### src/rtl/keypad_emulator.sv
// Row-side emulator for a 4x4 pulled-down matrix keypad: queues keycodes and presses them one at a time.
// Optional ABORT port (flush queue, release key) is built when KEYPAD_EMU_ABORT_EN is defined.
module keypad_emulator #(
  parameter int HOLD_CYCLES = 5000000,
  parameter int GAP_CYCLES  = 5000000,
  parameter int FIFO_DEPTH  = 4
) (
  input  logic       clk,
  input  logic       rst,
  input  logic [4:0] key_in,
  input  logic       key_valid,
  output logic       key_ready,
  input  logic [3:0] cols,
  output logic [3:0] rows,
  output logic [4:0] code,
  output logic       active,
  output logic       busy
`ifdef KEYPAD_EMU_ABORT_EN
  ,
  input  logic       abort
`endif
);

  localparam int AW   = $clog2(FIFO_DEPTH);
  localparam int MAXC = (HOLD_CYCLES > GAP_CYCLES) ? HOLD_CYCLES : GAP_CYCLES;
  localparam int CW   = ($clog2(MAXC) < 1) ? 1 : $clog2(MAXC);
  localparam logic [CW-1:0] HOLD_LOAD  = CW'(HOLD_CYCLES - 1);
  localparam logic [CW-1:0] GAP_LOAD   = CW'(GAP_CYCLES - 1);
  localparam logic [AW:0]   FULL_COUNT = (AW + 1)'(FIFO_DEPTH);

  typedef enum logic [1:0] {IDLE, PRESS, GAP} state_t;

  state_t        state;
  logic [CW-1:0] counter;
  logic [4:0]    mem [FIFO_DEPTH];
  logic [AW-1:0] wr_ptr;
  logic [AW-1:0] rd_ptr;
  logic [AW:0]   count;
  logic [4:0]    head;
  logic          push;
  logic          pop;
  logic          clear;

`ifdef KEYPAD_EMU_ABORT_EN
  assign clear = abort;
`else
  assign clear = 1'b0;
`endif

  // Returns {column mask, row mask} for a keycode; bit0 = column/row 1.
  function automatic logic [7:0] key_masks(input logic [3:0] k);
    logic [7:0] m;
    case (k)
      4'h0:    m = {4'b0010, 4'b1000};
      4'h1:    m = {4'b0001, 4'b0001};
      4'h2:    m = {4'b0010, 4'b0001};
      4'h3:    m = {4'b0100, 4'b0001};
      4'h4:    m = {4'b0001, 4'b0010};
      4'h5:    m = {4'b0010, 4'b0010};
      4'h6:    m = {4'b0100, 4'b0010};
      4'h7:    m = {4'b0001, 4'b0100};
      4'h8:    m = {4'b0010, 4'b0100};
      4'h9:    m = {4'b0100, 4'b0100};
      4'hA:    m = {4'b1000, 4'b0001};
      4'hB:    m = {4'b1000, 4'b0010};
      4'hC:    m = {4'b1000, 4'b0100};
      4'hD:    m = {4'b1000, 4'b1000};
      4'hE:    m = {4'b0001, 4'b1000};
      default: m = {4'b0100, 4'b1000};
    endcase
    return m;
  endfunction

  logic [7:0] masks;
  assign masks = key_masks(code[3:0]);

  assign head      = mem[rd_ptr];
  assign key_ready = (count != FULL_COUNT);
  assign push      = key_valid && key_ready && !clear;
  assign pop       = (state == IDLE) && (count != '0) && !clear;
  assign active    = (state == PRESS);
  assign busy      = (count != '0) || (state != IDLE);

  always_ff @(posedge clk) begin
    if (push) begin
      mem[wr_ptr] <= key_in;
    end
  end

  always_ff @(posedge clk) begin
    if (rst || clear) begin
      wr_ptr <= '0;
      rd_ptr <= '0;
      count  <= '0;
    end else begin
      if (push) wr_ptr <= wr_ptr + 1'b1;
      if (pop)  rd_ptr <= rd_ptr + 1'b1;
      case ({push, pop})
        2'b10:   count <= count + 1'b1;
        2'b01:   count <= count - 1'b1;
        default: count <= count;
      endcase
    end
  end

  // Codes without bit4 are popped and dropped while staying in IDLE.
  always_ff @(posedge clk) begin
    if (rst || clear) begin
      state   <= IDLE;
      counter <= '0;
      code    <= '0;
      rows    <= '0;
    end else begin
      rows <= ((state == PRESS) && ((cols & masks[7:4]) != 4'b0000)) ? masks[3:0] : 4'b0000;
      case (state)
        IDLE: begin
          if (pop && head[4]) begin
            code    <= head;
            counter <= HOLD_LOAD;
            state   <= PRESS;
          end
        end
        PRESS: begin
          if (counter == '0) begin
            code    <= '0;
            counter <= GAP_LOAD;
            state   <= GAP;
          end else begin
            counter <= counter - 1'b1;
          end
        end
        GAP: begin
          if (counter == '0) begin
            state <= IDLE;
          end else begin
            counter <= counter - 1'b1;
          end
        end
        default: state <= IDLE;
      endcase
    end
  end

endmodule

### config.mk
export PLATFORM = sky130hd
export DESIGN_NAME = keypad_emulator
export DESIGN_NICKNAME = d
export VERILOG_FILES = /design/src/rtl/keypad_emulator.sv
export SDC_FILE = /design/constraint.sdc
export NUM_CORES = 1
export LEC_CHECK = 0
export CELL_PAD_IN_SITES_DETAIL_PLACEMENT = 1
export CELL_PAD_IN_SITES_GLOBAL_PLACEMENT = 1
export CORE_ASPECT_RATIO = 1.4
export CORE_MARGIN = 2
export CORE_UTILIZATION = 41
export DETAILED_ROUTE_END_ITERATION = 6
export GPL_ROUTABILITY_DRIVEN = 0
export MAX_ROUTING_LAYER = met4
export PLACE_DENSITY = 0.71
export SYNTH_ARGS = -nofsm -noshare
export SYNTH_HDL_FRONTEND = slang
export SYNTH_SLANG_ARGS = --single-unit
### constraint.sdc
create_clock -name clk -period 3.2 [get_ports clk]
set_input_delay 0.48 -clock clk [delete_from_list [all_inputs] [get_ports clk]]
set_output_delay 0.48 -clock clk [all_outputs]
set_load 0.01 [all_outputs]
## Yosys cells after proc, flatten, opt, wreduce, memory -nomap -nowiden

Memories as Yosys holds them, arrays and structs flattened. A register that Yosys moved wholly into a read port is not among the register bits.
Cells that the tools add are included.

| word-level totals | value |
|---|---|
| flip-flop bits (word level) | 41 |
| memory bits (writable) | 20 |
| logic and storage cells | 60 |
| memories | 2 |
| memory bits (read-only) | 128 |
| input port bits | 12 |

| cells by class | value |
|---|---|
| eq/ne operators | 9 |
| bitwise operators | 2 |
| $add $sub $neg | 5 |
| reductions and logical operators | 17 |
| multiplexer cells | 18 |

Memories:

| name | depth | bits a word | read ports | clocked after memory_dff | write ports | RTL line | RTL |
|---|---|---|---|---|---|---|---|
| (name not given) | 16 | 8 | 1 | 1 | 0 | 53 | `case (k)` |
| mem | 4 | 5 | 1 | 1 | 1 | 35 | `logic [4:0] mem [FIFO_DEPTH];` |

Operators with widths:

| cell | number |
|---|---|
| 2-to-1 mux 23 bit | 3 |
| case mux 23 bit (3 select lines) | 1 |
| zero test 23 bit | 1 |
| subtractor 23 x 1 -> 23 bit (second input constant) | 1 |
| 2-to-1 mux 2 bit | 5 |
| 2-to-1 mux 5 bit | 2 |
| case mux 5 bit (2 select lines) | 1 |
| AND reduction 3 bit | 3 |
| 2-to-1 mux 4 bit | 2 |
| case mux 2 bit (3 select lines) | 1 |
| case mux 3 bit (2 select lines) | 1 |
| nonzero test 2 bit | 3 |
| nonzero test 3 bit | 2 |
| adder 2 x 1 -> 2 bit (second input constant) | 2 |
| bitwise AND 4 bit | 1 |
| == test 2 x 1 -> 1 bit (second input constant) | 2 |
| == test 2 bit (second input constant) | 2 |
| logical AND 1 bit | 4 |
| inequality test 2 x 1 -> 1 bit (second input constant) | 2 |
| inequality test 2 bit (second input constant) | 2 |
| nonzero test 4 bit | 1 |
| adder 3 x 1 -> 3 bit (second input constant) | 1 |
| inequality test 3 bit (second input constant) | 1 |
| subtractor 3 x 1 -> 3 bit (second input constant) | 1 |
| 5 further kinds | 6 |

## Longest topological paths before layout

Gate-level depths: netlist (run 1).

| logic depth | value |
|---|---|
| depth in word-level cells | 7 |
| gate-level depth with buffers | 12 |
| gate-level depth less buffers | 12 |

## Least setup slack after synthesis (run 1)

No wires, ideal clock.

| timing path | value |
|---|---|
| kind | reg2reg |
| from | register counter[0] |
| to | register masks[0] (netlist name) |
| cell stages (with the launch flop) | 12 |
| arrival | 2987 ps |
| setup slack | 143 ps |
| path through | dfxtp_1 inv_1 ha_1 or4b_1 or3_2 o31a_1 nor2_1 a31oi_1 or2_2 ha_1 or2_2 a21oi_1 |

| between the ends | value |
|---|---|
| cells in the longest elaborated chain, start to end | 5 |

Ends and longest elaborated chain:

| what | RTL line | RTL |
|---|---|---|
| from (decl) | 34 | `logic [CW-1:0] counter;` |
| from (signal assigned) | 129 | `counter <= counter - 1'b1;` |
| from (signal assigned) | 136 | `counter <= counter - 1'b1;` |
| zero test 23 bit | 124 | `if (counter == '0) begin` |
| inequality test 2 x 1 -> 1 bit (no line) | -- |  |
| AND reduction 3 bit (no line) | -- |  |
| 2-to-1 mux 4 bit (no line) (2 in series) | -- |  |

No other way between the ends.
A chain may end at the register's enable or synchronous reset.

## Worst setup path in the final report (run 1)

| timing path | value |
|---|---|
| from | register counter[7] |
| to | register masks[2] (netlist name) |

| between the ends | value |
|---|---|
| cells in the longest elaborated chain, start to end | 5 |

Ends and longest elaborated chain:

| what | RTL line |
|---|---|
| zero test 23 bit | 124 |
| inequality test 2 x 1 -> 1 bit (no line) | -- |
| AND reduction 3 bit (no line) | -- |
| 2-to-1 mux 4 bit (no line) (2 in series) | -- |

No other way between the ends.

==> results of run 1 <==
## cells by family (layout without fill, tap and decap cells)
| kind of cell | after synthesis | in the layout |
|---|---|---|
| muxes | 11 | 11 |
| xor gates and xnor gates | 17 | 17 |
| buffers and inverters | 43 | 88 |
| and+or+nand+nor | 142 | 142 |
| DFF | 71 | 71 |
| AOI/OAI and AO/OA | 73 | 73 |
| adders and majority gates | 17 | 17 |
## layout by cell type (no fill, tap or decap), drive strengths merged, types with 6 or more instances in the layout
master / count
dfxtp: 51
nor2: 51
inv: 29
clkdlybuf4s50: 23
edfxtp: 20
buf: 20
a21oi: 19
o21ai: 17
nand2: 16
ha: 16
xor2: 12
nor3: 11
and2: 11
nand4: 9
clkbuf: 9
nor4: 8
a211oi: 8
nand3: 7
or3: 7
or2: 6
and3: 6
mux2i: 6
## per-stage QoR
step	setup slack, ns	hold WS [ns]	utilization, %	TNS [ns]
floorplan	0.143	0.406	-	0
global placement	0.0933	0.410	46.8	0
detailed placement	-0.0439	0.422	46.8	-0.0471
CTS	0.0233	0.437	50.9	0
global route	-0.0000571	0.442	51.2	-0.0000571
finish	0.104	0.435	51.2	0
## final timing paths
check | start | end | slack [ns]
worst max-delay path | counter[7] | masks[2] | 0.10
worst max register to register | counter[7] | masks[2] | 0.10
worst min-delay path | masks[2] | rows[2] | 0.44
worst min register to register | masks[2] | rows[2] | 0.44
## power by group through the flow
stage,registers (uW),logic [uW],clock network (uW)
final,1310,2160,1130
after global routing,1340,2430,1190
after CTS,1310,2130,1150
after detailed placement,1330,2080,0
after global placement,1320,2030,0
after floorplan,1300,1440,0
## layer usage
layer | wire (um) | part of all wire [%] | GRT usage [%]
met1 | 3500 | 41 | 23.7
met2 | 4670 | 54 | 35.6
met3 | 190 | 2.2 | 3.16
met4 | 242 | 2.8 | 11.5
met5 | 0 | 0 | -
## sequential cells by signal, indices dropped and copies added (netlist names), named ones only
signal,cells
counter,23
mem,20
count,3
state,2
rd_ptr,2
masks,8
rows,4
wr_ptr,2
code,5
## what timing repair did
action                                  CTS  global route
gates resized for setup                   2             6
endpoints found under the setup margin    3             5
hold buffers                              0             0
setup buffers                             0             1
pin swaps                                 0             2
gates cloned                              0             0
## area by class of cell
type,instances,area [sq um],share of cell area [%]
well taps,105,131,3.02
clock buffers,9,225,5.17
flip-flops and latches,71,1620,37.2
repair buffers,43,380,8.73
clock inverters,7,111,2.56
inverters,29,109,2.50
multi-input cells,260,1780,40.8
## critical path: stages (launching register included)
cell and delay, ns:
sky130_fd_sc_hd__dfxtp_1 0.34, sky130_fd_sc_hd__or4_4 0.55, sky130_fd_sc_hd__or4_4 0.55, sky130_fd_sc_hd__o31a_1 0.34
sky130_fd_sc_hd__buf_4 0.16, sky130_fd_sc_hd__o21ai_0 0.14, sky130_fd_sc_hd__a21o_1 0.22, sky130_fd_sc_hd__inv_2 0.08
sky130_fd_sc_hd__ha_1 0.21, sky130_fd_sc_hd__inv_1 0.09, sky130_fd_sc_hd__mux2i_1 0.07, sky130_fd_sc_hd__a2bb2o_1 0.24
==> results.json, run 1 <==
{
  "worstMarginPinSlew_ns": 0.817,
  "wire_per_inst_um": 16.4,
  "placementRows": 40,
  "placed_cells_incl_taps": 507,
  "yosys-top-cells-count": "sky130_fd_sc_hd__dfxtp_1 (51), sky130_fd_sc_hd__nor2_1 (51), sky130_fd_sc_hd__inv_1 (29), sky130_fd_sc_hd__edfxtp_1 (20), sky130_fd_sc_hd__a21oi_1 (19)",
  "ys_ff_latch": 71,
  "timing.reg2reg.worst_path_depth": 11,
  "power.combinational.fraction_pct": 47.0,
  "nets": 443,
  "first_global_vias": 3114,
  "grt_antenna_before_repair": 0,
  "number_of_antenna_diodes": 0,
  "power_density_nw_per_um2": 1060,
  "die-area_sq_um": 9420,
  "final.min_clock_period_ns": 3.10,
  "tritoncts": "built",
  "cp-end-kind": "flop",
  "hpwl_um": 6420,
  "hp-class": "flop to flop",
  "yosys.area.top_type_share_pct": 28.8,
  "floorplan.die.width_um": 82.6,
  "swShare_pct": 38.5,
  "core_area_sq_um": 8510,
  "synth-edff-count": 20,
  "synth_compound_gate_area_share_pct": 13.4,
  "boundaryPins": 24,
  "post_synth_instance_area_sq_um": 3540,
  "synth_top_family_by_area": "simple AND/OR/NAND/NOR gates",
  "avg_inst_size_synth_sq_um": 9.48,
  "final-instance-count-excl-fill": 524,
  "worstHoldPathCells": 1,
  "share_clk_of_total_power_pct": 24.5,
  "initial_core_util_pct": 41.7,
  "maxcap_viol_count": 0,
  "yosys.area_share.simple_pct": 20.6,
  "drc": 0,
  "insertion_delay_ns": 0.33,
  "drt-vias-per-instance": 5.47,
  "cts-root-buf": "sky130_fd_sc_hd__clkbuf_16",
  "crit_arrival_ns": 3.31,
  "power_report.internal_total_uw": 2830,
  "fin_worst_skew_ns": 0.00470,
  "clock_tree.buffer_depth": 2,
  "crit_fanout": 5,
  "count_of_buffers_from_port_buffering": 23,
  "most_frequently_used_flop_master_after_synthesis": "sky130_fd_sc_hd__dfxtp_1",
  "htree_levels": 3,
  "area.growth.synth_to_final_pct": 22.9,
  "grt_first_pass_wirelength_um": 14700,
  "grt_max_degree": 22,
  "placed_area_sq_um": 3980,
  "power.leakage_uw": 0.00172,
  "clkSinkCount": 71,
  "clock_buffers_created_by_tritoncts": 9,
  "synth-warning-count": 0,
  "postSynth.asyncResetShare_pct": 0,
  "postSynthNetCount": 403,
  "peak_supply_drop_v": 0.000448,
  "cp_data_required_time_ns": 3.42,
  "grt_use_total_pct": 21.2,
  "fin_area_sq_um": 4360,
  "overall_power_uw": 4600,
  "layout-drive-gt1-share_pct": 15.0,
  "postSynthCellCount": 374,
  "timing_worst_setup_path_type": "flop to flop",
  "muxShareOfSynthArea_pct": 4.87,
  "yosysSeqAreaShare_pct": 45.7,
  "timing.fmax_mhz": 323,
  "synth-xor-area-share_pct": 4.20,
  "slew_viol_final": 0,
  "timing.final.setup_violations": 0,
  "synth_cell_types": 50,
  "timing.final.crit_share_pct": 96.8,
  "final_hold_viols": 0,
  "finalWirelength_um": 8610,
  "vias": 2864,
  "slew_headroom_pct": 45.3,
  "status": "completed",
  "synth-adder-area-share_pct": 6.21,
  "synth_top_cells_by_area": "sky130_fd_sc_hd__dfxtp_1 (29%), sky130_fd_sc_hd__edfxtp_1 (17%), sky130_fd_sc_hd__ha_1 (5.6%)",
  "global_route.overflow_total": 0,
  "clk_pin_slew_worst_paths_ns": 0.06,
  "fp.dieH_um": 114,
  "fillerInstances": 1008,
  "dr.first_iter.drc_count": 94,
  "detailedRoute.firstPassIterationCount": 4,
  "sequentialPowerShare_pct": 28.5,
  "detail-route-antenna-nets": 0,
  "critPathLaunchType": "flop",
  "synth_top_area_cell": "sky130_fd_sc_hd__dfxtp_1",
  "net-switching-power_uw": 1770
}
Note: power is estimated with default switching activity, not from simulation.
==> run 2, diff against run 1 <==
Settings changed: GPL_ROUTABILITY_DRIVEN 0 to 1.
==> results of run 2 <==
The final DEF is identical to that of run 1; final timing and power are the same.
